## config.mk

```make
export PLATFORM = sky130hd
export DESIGN_NAME = msk_round_ctrl
export DESIGN_NICKNAME = d
export VERILOG_FILES = /design/src/rtl/msk_ctrl_pkg.sv /design/src/rtl/msk_ctrl_cnt.sv /design/src/rtl/msk_round_ctrl.sv
export SDC_FILE = /design/constraint.sdc
export NUM_CORES = 1
export LEC_CHECK = 0
export BUFFER_PORTS_ARGS = -buffer_cell sky130_fd_sc_hd__buf_4
export CAP_MARGIN = 10
export CORE_UTILIZATION = 30
export CTS_BUF_LIST = sky130_fd_sc_hd__clkbuf_16
export DETAILED_ROUTE_END_ITERATION = 10
export GPL_ROUTABILITY_DRIVEN = 0
export PLACE_DENSITY = 0.59
export SYNTH_ARGS = -nofsm -noshare
export SYNTH_HDL_FRONTEND = slang
export SYNTH_SLANG_ARGS = --single-unit
```

## constraint.sdc

```tcl
create_clock -name clk -period 1.5 [get_ports clk]
set_input_delay 0.3 -clock clk [delete_from_list [all_inputs] [get_ports clk]]
set_output_delay 0.3 -clock clk [all_outputs]
set_load 0.05 [all_outputs]
```

## src/rtl/msk_ctrl_pkg.sv

```systemverilog
// Shared types for the masked round controller: FSM state encoding and counter width helper.
package msk_ctrl_pkg;

  typedef enum logic [1:0] {
    IDLE  = 2'd0,
    RUN   = 2'd1,
    DONE  = 2'd2,
    FLUSH = 2'd3
  } state_e;

  // Bits needed to hold 0..n, never less than one.
  function automatic int cnt_w(input int n);
    return (n < 1) ? 1 : $clog2(n + 1);
  endfunction

endpackage

```

## src/rtl/msk_ctrl_cnt.sv

```systemverilog
// Modulo-MOD wrap counter: advances on en, clears on clr, wrap flags the terminal count.
module msk_ctrl_cnt
  import msk_ctrl_pkg::*;
#(
  parameter  int MOD = 2,
  localparam int W   = cnt_w(MOD)
) (
  input  logic         clk,
  input  logic         rst,
  input  logic         clr,
  input  logic         en,
  output logic [W-1:0] cnt,
  output logic         wrap
);

  logic [W-1:0] cnt_q;
  logic [W-1:0] cnt_d;

  always_comb begin
    wrap  = (cnt_q == W'(MOD - 1));
    cnt_d = cnt_q;
    if (clr) begin
      cnt_d = '0;
    end else if (en) begin
      cnt_d = wrap ? '0 : cnt_q + W'(1);
    end
  end

  always_ff @(posedge clk) begin
    if (rst) begin
      cnt_q <= '0;
    end else begin
      cnt_q <= cnt_d;
    end
  end

  assign cnt = cnt_q;

endmodule

```

## src/rtl/msk_round_ctrl.sv

```systemverilog
// Round sequencer for an enable-gated masked datapath; freezes every enable while randomness is missing.
// Defining MSK_ROUND_CTRL_FLUSH_EN adds a LAT-cycle FLUSH state after the result handshake.
module msk_round_ctrl
  import msk_ctrl_pkg::*;
#(
  parameter  int NROUNDS = 10,
  parameter  int LAT     = 2,
  localparam int RW      = cnt_w(NROUNDS),
  localparam int CW      = cnt_w(LAT)
) (
  input  logic          clk,
  input  logic          rst,
  input  logic          in_valid,
  output logic          in_ready,
  input  logic          rnd_valid,
  output logic          rnd_ready,
  output logic          out_valid,
  input  logic          out_ready,
  output logic          sel_in,
  output logic          en_state,
  output logic          en_pipe,
  output logic [RW-1:0] round,
  output logic          last_round,
  output logic          flush
);

  state_e        state_q;
  state_e        state_d;
  logic          cyc_en;
  logic          cyc_wrap;
  logic [CW-1:0] cyc;
  logic          unused_cyc;
  logic          round_en;
  logic          round_wrap;
  logic [RW-1:0] round_cnt;

  msk_ctrl_cnt #(.MOD(LAT)) u_cyc_cnt (
    .clk  (clk),
    .rst  (rst),
    .clr  (sel_in),
    .en   (cyc_en),
    .cnt  (cyc),
    .wrap (cyc_wrap)
  );

  msk_ctrl_cnt #(.MOD(NROUNDS)) u_round_cnt (
    .clk  (clk),
    .rst  (rst),
    .clr  (sel_in),
    .en   (round_en),
    .cnt  (round_cnt),
    .wrap (round_wrap)
  );

  // Only the terminal flag of the cycle counter drives control.
  assign unused_cyc = ^cyc;

  always_comb begin
    state_d    = state_q;
    in_ready   = 1'b0;
    rnd_ready  = 1'b0;
    out_valid  = 1'b0;
    sel_in     = 1'b0;
    en_state   = 1'b0;
    en_pipe    = 1'b0;
    flush      = 1'b0;
    cyc_en     = 1'b0;
    round_en   = 1'b0;
    case (state_q)
      IDLE: begin
        in_ready = 1'b1;
        if (in_valid) begin
          sel_in   = 1'b1;
          en_state = 1'b1;
          state_d  = RUN;
        end
      end
      RUN: begin
        rnd_ready = 1'b1;
        // Without fresh randomness the whole datapath holds: no partial advance.
        if (rnd_valid) begin
          en_pipe = 1'b1;
          cyc_en  = 1'b1;
          if (cyc_wrap) begin
            en_state = 1'b1;
            round_en = 1'b1;
            if (round_wrap) begin
              state_d = DONE;
            end
          end
        end
      end
      DONE: begin
        out_valid = 1'b1;
        if (out_ready) begin
`ifdef MSK_ROUND_CTRL_FLUSH_EN
          state_d = FLUSH;
`else
          state_d = IDLE;
`endif
        end
      end
`ifdef MSK_ROUND_CTRL_FLUSH_EN
      FLUSH: begin
        flush   = 1'b1;
        en_pipe = 1'b1;
        cyc_en  = 1'b1;
        if (cyc_wrap) begin
          en_state = 1'b1;
          state_d  = IDLE;
        end
      end
`endif
      default: state_d = IDLE;
    endcase
    round      = (state_q == RUN) ? round_cnt : '0;
    last_round = (state_q == RUN) && round_wrap;
    if (rst) begin
      in_ready   = 1'b0;
      rnd_ready  = 1'b0;
      out_valid  = 1'b0;
      sel_in     = 1'b0;
      en_state   = 1'b0;
      en_pipe    = 1'b0;
      flush      = 1'b0;
      cyc_en     = 1'b0;
      round_en   = 1'b0;
      round      = '0;
      last_round = 1'b0;
    end
  end

  always_ff @(posedge clk) begin
    if (rst) begin
      state_q <= IDLE;
    end else begin
      state_q <= state_d;
    end
  end

endmodule

```

==> flow_metrics.py <==
metrics = {
    "finish": {
        "area_growth_pct": 92.2,
        "drive_gt1_share_pct": 59.1,
        "regArea_um2": 165,
        "layout.nets": 94,
        "multi_input_area_um2": 340,
        "n_fill_cell": 114,
        "insertedDiodeCount": 0,
        "final_cells": 103,
    },
    "synthesis": {
        "ys_ff_latch": 8,
        "synth_cells": 56,
        "ys_warn_count": 0,
        "synth_nets": 61,
        "seq_area_frac_synth_pct": 34.2,
        "netlist_area_um2": 468,
        "syn_avg_cell_area_um2": 8.36,
        "yosysUniqueCellTypes": 28,
    },
    "timing": {
        "final.setup.tns_ns": -1.12,
        "post-route-min-period_ns": 1.71,
        "skew_ns": 0.00850,
        "finalSetupViolCount": 7,
        "grt_setup_unrepaired": "yes",
        "fmaxAchievable_mhz": 585,
        "slew_viol_final": 0,
        "fin_crit_sh_pct": 114,
        "layout_setup_ws_ns": -0.208,
        "timing.final.hold_violations": 0,
    },
    "setup_path": {
        "critPathLaunchType": "flop",
        "reg2reg_depth": 4,
        "r2r-start": "state_q[1]$_SDFFE_PP0P_",
        "reg2reg_slack_ns": 0.05,
        "slowest_delay_ns": 0.45,
        "worst_ep_arrival_time_ns": 1.41,
        "cp_top_family": "simple AND/OR/NAND/NOR gates",
        "critical_path_class": "flop to output pin",
        "cp.required_ns": 1.20,
        "endpoint_kind": "output pin",
        "path_cells": "or3b_4 -> buf_4 -> nor2_4 -> buf_6",
        "cp_max_fo": 5,
        "crit_buf_inv": 2,
        "crit_slowest_cell": "or3b_4",
        "r2r-end": "u_round_cnt.cnt[3]$_SDFFE_PP0P_",
    },
    "floorplanning": {
        "dieWidth_um": 41.5,
        "die_h_um": 41.5,
        "start_util_pct": 33.8,
        "dieArea_um2": 1720,
        "fp-row-count": 13,
        "num_io_pins": 17,
        "core_um2": 1380,
    },
    "placed_design": {
        "place_inst": 92,
        "hpwl_um": 822,
        "place.port_buffers": 15,
        "dp_slack_ns": -0.102,
    },
    "route": {
        "wl_met1_um": 583,
        "firstDrtPassIters": 4,
        "wl_per_cell_um": 12.8,
        "wl_met3_um": 52,
        "ant_nets": 0,
        "route.met2.wl_um": 668,
        "initialDrtViolationCount": 12,
        "num_vias": 540,
        "drc_errors": 0,
        "vias_per_cell": 5.24,
        "top_layer_used": "met4",
        "drt_wl_total_um": 1310,
    },
    "clocking": {
        "htreeDepth": 1,
        "clockRootBuffer": "clkbuf_16",
        "numCtsBuffers": 3,
        "clock_path_buffers": 2,
        "hold_buffers": 0,
        "clk_latency_ns": 0.23,
        "cts_tree": "done",
        "cts.sinks": 8,
        "clk_pin_slew_ns": 0.04,
    },
    "grt": {
        "grt_pass1_wl_um": 2150,
        "grt_overflow": 0,
        "antenna_found_initial": 0,
        "grt_usage_pct": 16.5,
        "grt_max_degree": 8,
        "grt_pass1_vias": 494,
    },
    "power_and_ir_drop": {
        "power.leakage_nw": 0.346,
        "ir_drop_mv": 1.01,
        "p_per_area_nw_per_um2": 926,
    },
    "hold_path": {
        "whs_path_depth": 3,
        "hp-start": "out_ready",
        "min_to": "state_q[1]$_SDFFE_PP0P_",
        "hold_path_class": "input pin to flop",
    },
    "status": {
        "status": "complete, but fails checks",
        "violations": "setup timing",
    },
    "flow_run": {
        "drv_cap": 0,
    },
}
cell type report:
type,instances,area share (%)
Sequential cell,8,18.4
Clock inverter,1,0.417
Timing Repair Buffer,29,30.5
Clock buffer,3,8.34
Inverter,4,2.50
Multi-Input combinational cell,43,37.8
Tap cell,15,2.09
flip-flops by register name (all words and copies together), names as in the netlist:
signal / flops
u_cyc_cnt.cnt: 2
u_round_cnt.cnt: 4
state_q: 2
power by group:
group / switching [mW] / internal [mW]
registers: 0.00276 / 0.218
logic: 0.0878 / 0.0668
clock network: 0.110 / 0.348
cells in the final DEF, fill, tap and decap left out, types with 2 or more instances in the layout:
master,instances
o21ai_0,4
dfxtp_1,6
buf_6,5
buf_8,5
clkbuf_16,3
nand4b_1,2
or3b_4,2
clkinvlp_4,2
nor2_2,2
and2_4,2
nand2_1,2
inv_1,3
nor2_1,3
a21oi_1,3
buf_4,19
stage by stage:
step / power (mW) / cell area, um2 / utilization [%] / hold WS [ns]
5_1_grt: 0.865 / 900 / 65.1 / 0.339
2_1_floorplan: 0.309 / 519 / - / 0.362
3_3_place_gp: 0.347 / 692 / 50.0 / 0.469
4_1_cts: 0.830 / 853 / 61.7 / 0.329
6_report: 0.833 / 900 / 65.1 / 0.325
3_5_place_dp: 0.347 / 692 / 50.0 / 0.490
synthesized netlist by cell type:
library cell | count | area (um2)
dfxtp_1 | 8 | 160
nor2_1 | 6 | 22.5
o21ai_0 | 5 | 25.0
a21oi_1 | 4 | 20.0
inv_1 | 4 | 15.0
nand2_1 | 3 | 11.3
and2_1 | 2 | 12.5
buf_4 | 2 | 15.0
nand4b_1 | 2 | 17.5
nor3_1 | 2 | 10.0
a2111o_1 | 1 | 11.3
a211oi_1 | 1 | 7.51
a21o_1 | 1 | 7.51
and4b_1 | 1 | 10.0
and4bb_2 | 1 | 12.5
conb_1 | 1 | 3.75
nand3b_1 | 1 | 7.51
nand4bb_1 | 1 | 11.3
nor3b_1 | 1 | 7.51
nor4_1 | 1 | 6.26
nor4bb_1 | 1 | 10.0
o21ba_2 | 1 | 10.0
o41ai_1 | 1 | 8.76
or3_1 | 1 | 6.26
or3b_2 | 1 | 8.76
or3b_4 | 1 | 11.3
or4b_1 | 1 | 10.0
xnor2_1 | 1 | 8.76
worst max path at each step:
| stage | from | endpoint | slack, ns | depth (start not counted) |
|---|---|---|---|---|
| final | state_q[1]$_SDFFE_PP0P_ | round[2] | -0.21 | 4 |
| after detailed placement | rst | round[0] | -0.10 | 5 |
| after global routing | state_q[0]$_SDFFE_PP0P_ | round[0] | -0.25 | 4 |
| after floorplan | state_q[0]$_SDFFE_PP0P_ | round[0] | -0.20 | 4 |
| after CTS | state_q[0]$_SDFFE_PP0P_ | round[0] | -0.20 | 4 |
| after global placement | rst | round[3] | -0.09 | 5 |
cells by family (layout without fill, tap and decap cells):
group           count (synthesis)  in the layout  share of synthesized area, %
xor+xnor                        1              1                          1.87
simple gates                   26             27                          37.4
other cells                     1              1                         0.801
flops                           8              8                          34.2
buf+inv                         6             37                          6.42
compound gates                 14             14                          19.3
tightest hold or removal path, delay by kind of cell:
kind            cells  cell delay (ns)
simple gates        1             0.09
compound gates      1             0.05
buf+inv             1             0.07
repair_timing:
action                                  4_1_cts  5_1_grt
endpoints found under the setup margin       10       11
gates resized for setup                      14        5
setup buffers                                 3        3
gates cloned                                  1        0
pin swaps                                     2        4
layer usage:
metal	global-route usage (%)	vias to the layer above
met2	25.3	11
met4	5.81	0
met5	0	-
li1	-	274
met3	7.83	2
met1	20.2	253
Note: power is estimated with default switching activity, not from simulation.
